`src/rtl/riscv_pkg.sv`:
```
// Shared RISC-V core constants used by the register file, ALU muxes and datapath.
package riscv_pkg;

    localparam int unsigned DATA_WIDTH = 32;
    localparam int unsigned ADDR_WIDTH = 5;
    localparam int unsigned REG_ZERO   = 0;

    // True when the index names the hard-wired zero register x0.
    function automatic logic is_reg_zero(input logic [ADDR_WIDTH-1:0] idx);
        return idx == ADDR_WIDTH'(REG_ZERO);
    endfunction

endpackage

```
`src/rtl/riscv_regfile_rdport.sv`:
```
// One combinational read port: forces x0 to zero and, when RISCV_REGFILE_BYPASS_EN
// is defined, forwards same-cycle write data (write-first).
module riscv_regfile_rdport #(
    parameter int unsigned DATA_WIDTH = riscv_pkg::DATA_WIDTH,
    parameter int unsigned ADDR_WIDTH = riscv_pkg::ADDR_WIDTH
) (
    input  logic [ADDR_WIDTH-1:0] raddr_i,
    input  logic [DATA_WIDTH-1:0] arr_data_i,
    input  logic                  wen_i,
    input  logic [ADDR_WIDTH-1:0] waddr_i,
    input  logic [DATA_WIDTH-1:0] wdata_i,
    output logic [DATA_WIDTH-1:0] rdata_o
);
    import riscv_pkg::*;

    logic raddr_zero;
    assign raddr_zero = (raddr_i == ADDR_WIDTH'(REG_ZERO));

`ifdef RISCV_REGFILE_BYPASS_EN
    logic bypass_hit;
    // wen_i is already qualified with reset and a non-zero write index.
    assign bypass_hit = wen_i && (waddr_i == raddr_i);

    always_comb begin
        rdata_o = arr_data_i;
        if (raddr_zero) begin
            rdata_o = '0;
        end else if (bypass_hit) begin
            rdata_o = wdata_i;
        end
    end
`else
    logic unused_bypass;
    assign unused_bypass = ^{wen_i, waddr_i, wdata_i};

    always_comb begin
        rdata_o = arr_data_i;
        if (raddr_zero) begin
            rdata_o = '0;
        end
    end
`endif

endmodule

```
`src/rtl/riscv_regfile.sv`:
```
// Two-read, one-write RISC-V integer register file with synchronous reset.
// Optional write-first bypass is enabled by defining RISCV_REGFILE_BYPASS_EN.
module riscv_regfile #(
    parameter int unsigned DATA_WIDTH = riscv_pkg::DATA_WIDTH,
    parameter int unsigned ADDR_WIDTH = riscv_pkg::ADDR_WIDTH
) (
    input  logic                  clk,
    input  logic                  rst,
    input  logic [ADDR_WIDTH-1:0] rs1_addr,
    input  logic [ADDR_WIDTH-1:0] rs2_addr,
    input  logic [ADDR_WIDTH-1:0] rd_addr,
    input  logic [DATA_WIDTH-1:0] rd_data,
    input  logic                  regwen,
    output logic [DATA_WIDTH-1:0] rs1,
    output logic [DATA_WIDTH-1:0] rs2
);
    import riscv_pkg::*;

    localparam int unsigned NumRegs = 2 ** ADDR_WIDTH;

    logic [DATA_WIDTH-1:0] regs_q [NumRegs];
    logic [DATA_WIDTH-1:0] regs_d [NumRegs];
    logic                  wr_en;

    // Writes to x0 are dropped here; reset overrides any concurrent write.
    assign wr_en = regwen && !rst && (rd_addr != ADDR_WIDTH'(REG_ZERO));

    always_comb begin
        regs_d = regs_q;
        if (wr_en) begin
            regs_d[rd_addr] = rd_data;
        end
    end

    always_ff @(posedge clk) begin
        if (rst) begin
            for (int i = 0; i < NumRegs; i++) begin
                regs_q[i] <= '0;
            end
        end else begin
            regs_q <= regs_d;
        end
    end

    riscv_regfile_rdport #(
        .DATA_WIDTH(DATA_WIDTH),
        .ADDR_WIDTH(ADDR_WIDTH)
    ) u_rdport1 (
        .raddr_i   (rs1_addr),
        .arr_data_i(regs_q[rs1_addr]),
        .wen_i     (wr_en),
        .waddr_i   (rd_addr),
        .wdata_i   (rd_data),
        .rdata_o   (rs1)
    );

    riscv_regfile_rdport #(
        .DATA_WIDTH(DATA_WIDTH),
        .ADDR_WIDTH(ADDR_WIDTH)
    ) u_rdport2 (
        .raddr_i   (rs2_addr),
        .arr_data_i(regs_q[rs2_addr]),
        .wen_i     (wr_en),
        .waddr_i   (rd_addr),
        .wdata_i   (rd_data),
        .rdata_o   (rs2)
    );

endmodule

```
`config.mk`:
```
export PLATFORM = sky130hd
export DESIGN_NAME = riscv_regfile
export DESIGN_NICKNAME = d
export VERILOG_FILES = /design/src/rtl/riscv_pkg.sv /design/src/rtl/riscv_regfile_rdport.sv /design/src/rtl/riscv_regfile.sv
export SDC_FILE = /design/constraint.sdc
export NUM_CORES = 2
export LEC_CHECK = 0
export BUFFER_PORTS_ARGS = -buffer_cell sky130_fd_sc_hd__buf_2
export CAP_MARGIN = 20
export CORE_UTILIZATION = 45
export CTS_CLUSTER_SIZE = 25
export DETAILED_ROUTE_END_ITERATION = 8
export PLACE_DENSITY = 0.63
export SLEW_MARGIN = 30
export SYNTH_ARGS = -nofsm -noshare
export SYNTH_HDL_FRONTEND = slang
export SYNTH_SLANG_ARGS = --single-unit
```
`constraint.sdc`:
```
create_clock -name clk -period 2.5 [get_ports clk]
set_input_delay 0.375 -clock clk [delete_from_list [all_inputs] [get_ports clk]]
set_output_delay 0.375 -clock clk [all_outputs]
set_load 0.05 [all_outputs]
```
# Word-level counts from Yosys, hierarchy flattened
# Index checks and enable logic that the tools add are counted.
[classes]
muxes = 11
n_lt_le_gt_ge = 4
reduce_logical = 7
n_bitwise = 3
[ops]
columns = ["cell", "n"]
rows = [
  ["1024-bit bitwise mux", 1],
  ["32-bit binary-select mux with 5-bit select", 2],
  ["32-bit two-way mux", 7],
  ["32-bit demux with 5-bit select", 1],
  ["6-bit >= comparator (second input constant)", 3],
  ["5-bit inverter with 6-bit output", 3],
  ["5-bit zero test", 2],
  ["6-bit by 1-bit < comparator with 1-bit output (second input constant)", 1],
  ["5-bit nonzero test", 1],
  ["1-bit logical AND", 3],
  ["1-bit zero test", 1],
]
[word_totals]
ff_bits = 1024
output_inout_bits = 64
inputBits = 50

# Logic depth before layout (Yosys ltp)
[depth]
depth_word = 6
ltp_mapped = 8
mapped_depth_nobuf = 4

# By module
# Synthesis repeated with hierarchy kept, for this count alone.
[hier_totals]
cells_unflattened = 6817
area_unflattened_um2 = 53242.3
[modules_own_cells]
columns = ["mod", "area_per_inst_um2", "cells_each", "seq_area_each_um2", "n_inst"]
rows = [
  ["riscv_regfile", 52599.2, 6737, 20499.7, 1],
  ["riscv_regfile_rdport", 321.6, 40, 0.0, 2],
]

# Worst setup path before layout
# No wires, ideal clock.
[synth_path]
kind = "in2out"
start = "input rs1_addr[0]"
end = "output rs1[0]"
path_slack_ps = -622
cell_stages = 7
arrival_time_ps = 2747
path_buffers = 4
cell_sequence = "buf_2 inv_1 buf_2 buf_2 clkbuf_1 o2111ai_1 a311oi_1"
[synth_between]
elab_chain_len = 5
[synth_rtl]
columns = ["item", "line_no", "source"]
rows = [
  ["start: declaration", "riscv_regfile.sv:9", "input logic [ADDR_WIDTH-1:0] rs1_addr,"],
  ["5-bit inverter with 6-bit output (not written as such)", "riscv_regfile.sv:50", ".arr_data_i(regs_q[rs1_addr]),"],
  ["32-bit binary-select mux with 5-bit select", "riscv_regfile.sv:50", ""],
  ["32-bit two-way mux (not written as such) (2 in a row)", "riscv_regfile.sv:50", ""],
  ["32-bit two-way mux *", "riscv_regfile_rdport.sv:38", "if (raddr_zero) begin"],
  ["end: declaration", "riscv_regfile.sv:14", "output logic [DATA_WIDTH-1:0] rs1,"],
]
# Every way passes the cells marked *; elsewhere a longest branch is shown, timed or not. The select of a mux whose other input is x is not followed.

# Final worst setup path
[layout_path]
start = "register regs_q[727] (netlist bit)"
end = "output rs2[23]"
[layout_between]
elab_chain_len = 4
[layout_rtl]
columns = ["item", "line_no", "source"]
rows = [
  ["start: declaration", "riscv_regfile.sv:21", "logic [DATA_WIDTH-1:0] regs_q [NumRegs];"],
  ["start signal: assignment", "riscv_regfile.sv:41", "regs_q <= regs_d;"],
  ["32-bit binary-select mux with 5-bit select", "riscv_regfile.sv:62", ".arr_data_i(regs_q[rs2_addr]),"],
  ["32-bit two-way mux (not written as such) (2 in a row)", "riscv_regfile.sv:62", ""],
  ["32-bit two-way mux", "riscv_regfile_rdport.sv:38", ""],
  ["end: declaration", "riscv_regfile.sv:15", "output logic [DATA_WIDTH-1:0] rs2"],
]
# No other way between the ends. The select of a mux whose other input is x is not followed.

==> impl_metrics.ini <==
[synth]
yosys-top-cells-count = nand2_1, dfxtp_1, a21oi_1
syn-num-nets = 5761
synth_top_area_share_pct = 39.0
syn_inst = 5711
synth.most_common_cell = nand2_1
yosysSeqAreaShare_pct = 39.0
synth_area_per_cell_um2 = 9.20
ys_ff_latch = 1024
yosysTopAreaCell = dfxtp_1
synth_edf_count = 0
async_flop_share_pct = 0
syn_area_mm2 = 0.0525
netlist_top_cells_area = dfxtp_1, mux4_2, nand2_1
yosysWarnings = 0
synth_cell_types = 46
synth-main-ff-cell = dfxtp_1

[power]
finalPower_mw = 38.4
powerDensity_mw_per_mm2 = 579
power_leakage_nw = 22.2
irDropWorstVdd_mv = 0.566

[global_routing]
grt_max_degree = 180
grt_pass1_wl_mm = 311
grt_pass1_vias = 46108
grt_use_total_pct = 35.7
grt_overflow = 0
antenna_found_initial = 9

[run_status]
status = finished with violations
violations = setup timing

[drt]
drt-pass1-iter-count = 7
viasPerCell = 6.44
first_iter_violations = 6862
vias = 48725
ant_nets = 0
post-route-drc-count = 0
drt-wirelength-per-cell_um = 28.7
wl_mm = 217

[place]
portBuffers = 113
dp_hpwl_mm = 137
gp_congestion = 0.929

[critical_path]
worst-path-max-fanout = 3
worstSetupStartpointType = register
cp.arrival_ns = 2.51
worstPathRequired_ns = 2.12
crit_type = reg2out
critPathCaptureType = primary output

[clocking]
cts_tree = built
cts_buffer_depth = 3
cts_buffers = 110
clk_latency_ns = 0.72
htreeDepth = 3
clk_pin_slew_ns = 0.06
cts.sinks = 1024
cts-root-buf = clkbuf_16

[sta]
worstMarginPinSlew_ns = 1.00
finalMaxSlewViolations = 0
setup_violations = 64
setup_ws_ns = -0.382
holdWs_ns = 0.219
fin_crit_sh_pct = 115
hold_violations = 0
rsz0062_at_grt = true
layout_min_cycle_time_ns = 2.88
final.setup_skew_ns = 0
max_freq_mhz = 347
fin_tns_setup_ns = -15.33
slew_headroom_pct = 33.0

[finish]
largest_register_ffs = 1024
multiInputGateArea_mm2 = 0.0315
fin_util_pct = 57.6
fillers = 9496
final_nets = 6018
regMostFlops = regs_q
drive_above_1_share_pct = 32.6
areaGrowthSynthToFinish_pct = 26.2
final-seq-area_mm2 = 0.0207
top_regs = regs_q: 1024 flops

[floorplan]
rows = 124
die_area_mm2 = 0.118
core_mm2 = 0.115
start_util_pct = 45.7
dieWidth_um = 344
die_y_um = 344
io_pins = 114

[hold_path]
hold_class = in2reg

[run]
drv_cap = 0
## layer usage
layer	track usage (%)	routed length, um	share of wire, %
met1	47.6	81300	37
met3	9.66	29200	13
met4	18.1	11900	5.5
met2	53.1	94600	44
met5	0	34	0.016
## cell families after synthesis
kind of cell           count (synthesis)  synth area share [%]
AO/OA/AOI/OAI                       1230                  13.5
buffers and inverters                602                  6.15
flip-flops                          1024                  39.0
multiplexers                         768                  25.5
AND/OR/NAND/NOR                     2087                  15.9
## worst paths after layout
check	slack, ns	to	depth (start not counted)	startpoint
max	-0.38	rs2[23]	6	regs_q[727]
max reg2reg	1.75	regs_q[896]	3	regs_q[896]
min	0.22	regs_q[978]	3	rd_data[18]
min reg2reg	0.46	regs_q[534]	2	regs_q[534]
## report_power, final
group	leakage [nW]	internal (mW)	total [mW]	switching, mW
Sequential	8.35	16.4	16.4	0.0508
Clock	1.82	10.0	17.1	7.12
Combinational	12.0	1.89	4.83	2.94
## cell type report
class	count	share of cell area [%]
clock buffers	159	4.79
well taps	1512	2.85
inverters	2	0.0151
diodes	10	0.0378
flip-flops and latches	1024	31.3
repair buffers	745	12.7
clock inverters	34	0.770
multi-input cells	4085	47.5
## critical path: stages (launching register included)
cell	delay, ns
dfxtp_2	0.33
mux4_2	0.45
nor2b_4	0.15
a211oi_4	0.35
buf_4	0.20
a311oi_4	0.06
buf_12	0.23
## repair_timing
action | 4_1_cts | 5_1_grt
pin swaps | 85 | 50
cloned | 5 | 5
setup endpoints to repair | 64 | 64
hold buffers | 1 | 0
gates resized for setup | 506 | 164
setup buffers | 29 | 13
endpoints found under the hold margin | 11 | 0
## stage by stage
stage,area (um2),worst slack [ns],std cells
global placement,60000,-0.719,7327
floorplan,53600,-0.0580,5711
detailed placement,60100,-0.724,7332
CTS,65600,-0.347,7552
global route,66300,-0.385,7564
finish,66300,-0.382,7571
## cells in the final DEF, fill, tap and decap left out, drive strengths merged, types with 100 or more instances in the layout
master,count
dfxtp,1024
mux4,448
clkbuf,164
mux2i,256
buf,737
nand2,1792
nor2,158
a21oi,864
nor2b,100
o21ai,110
No activity file was read; power rests on OpenSTA's default activity.
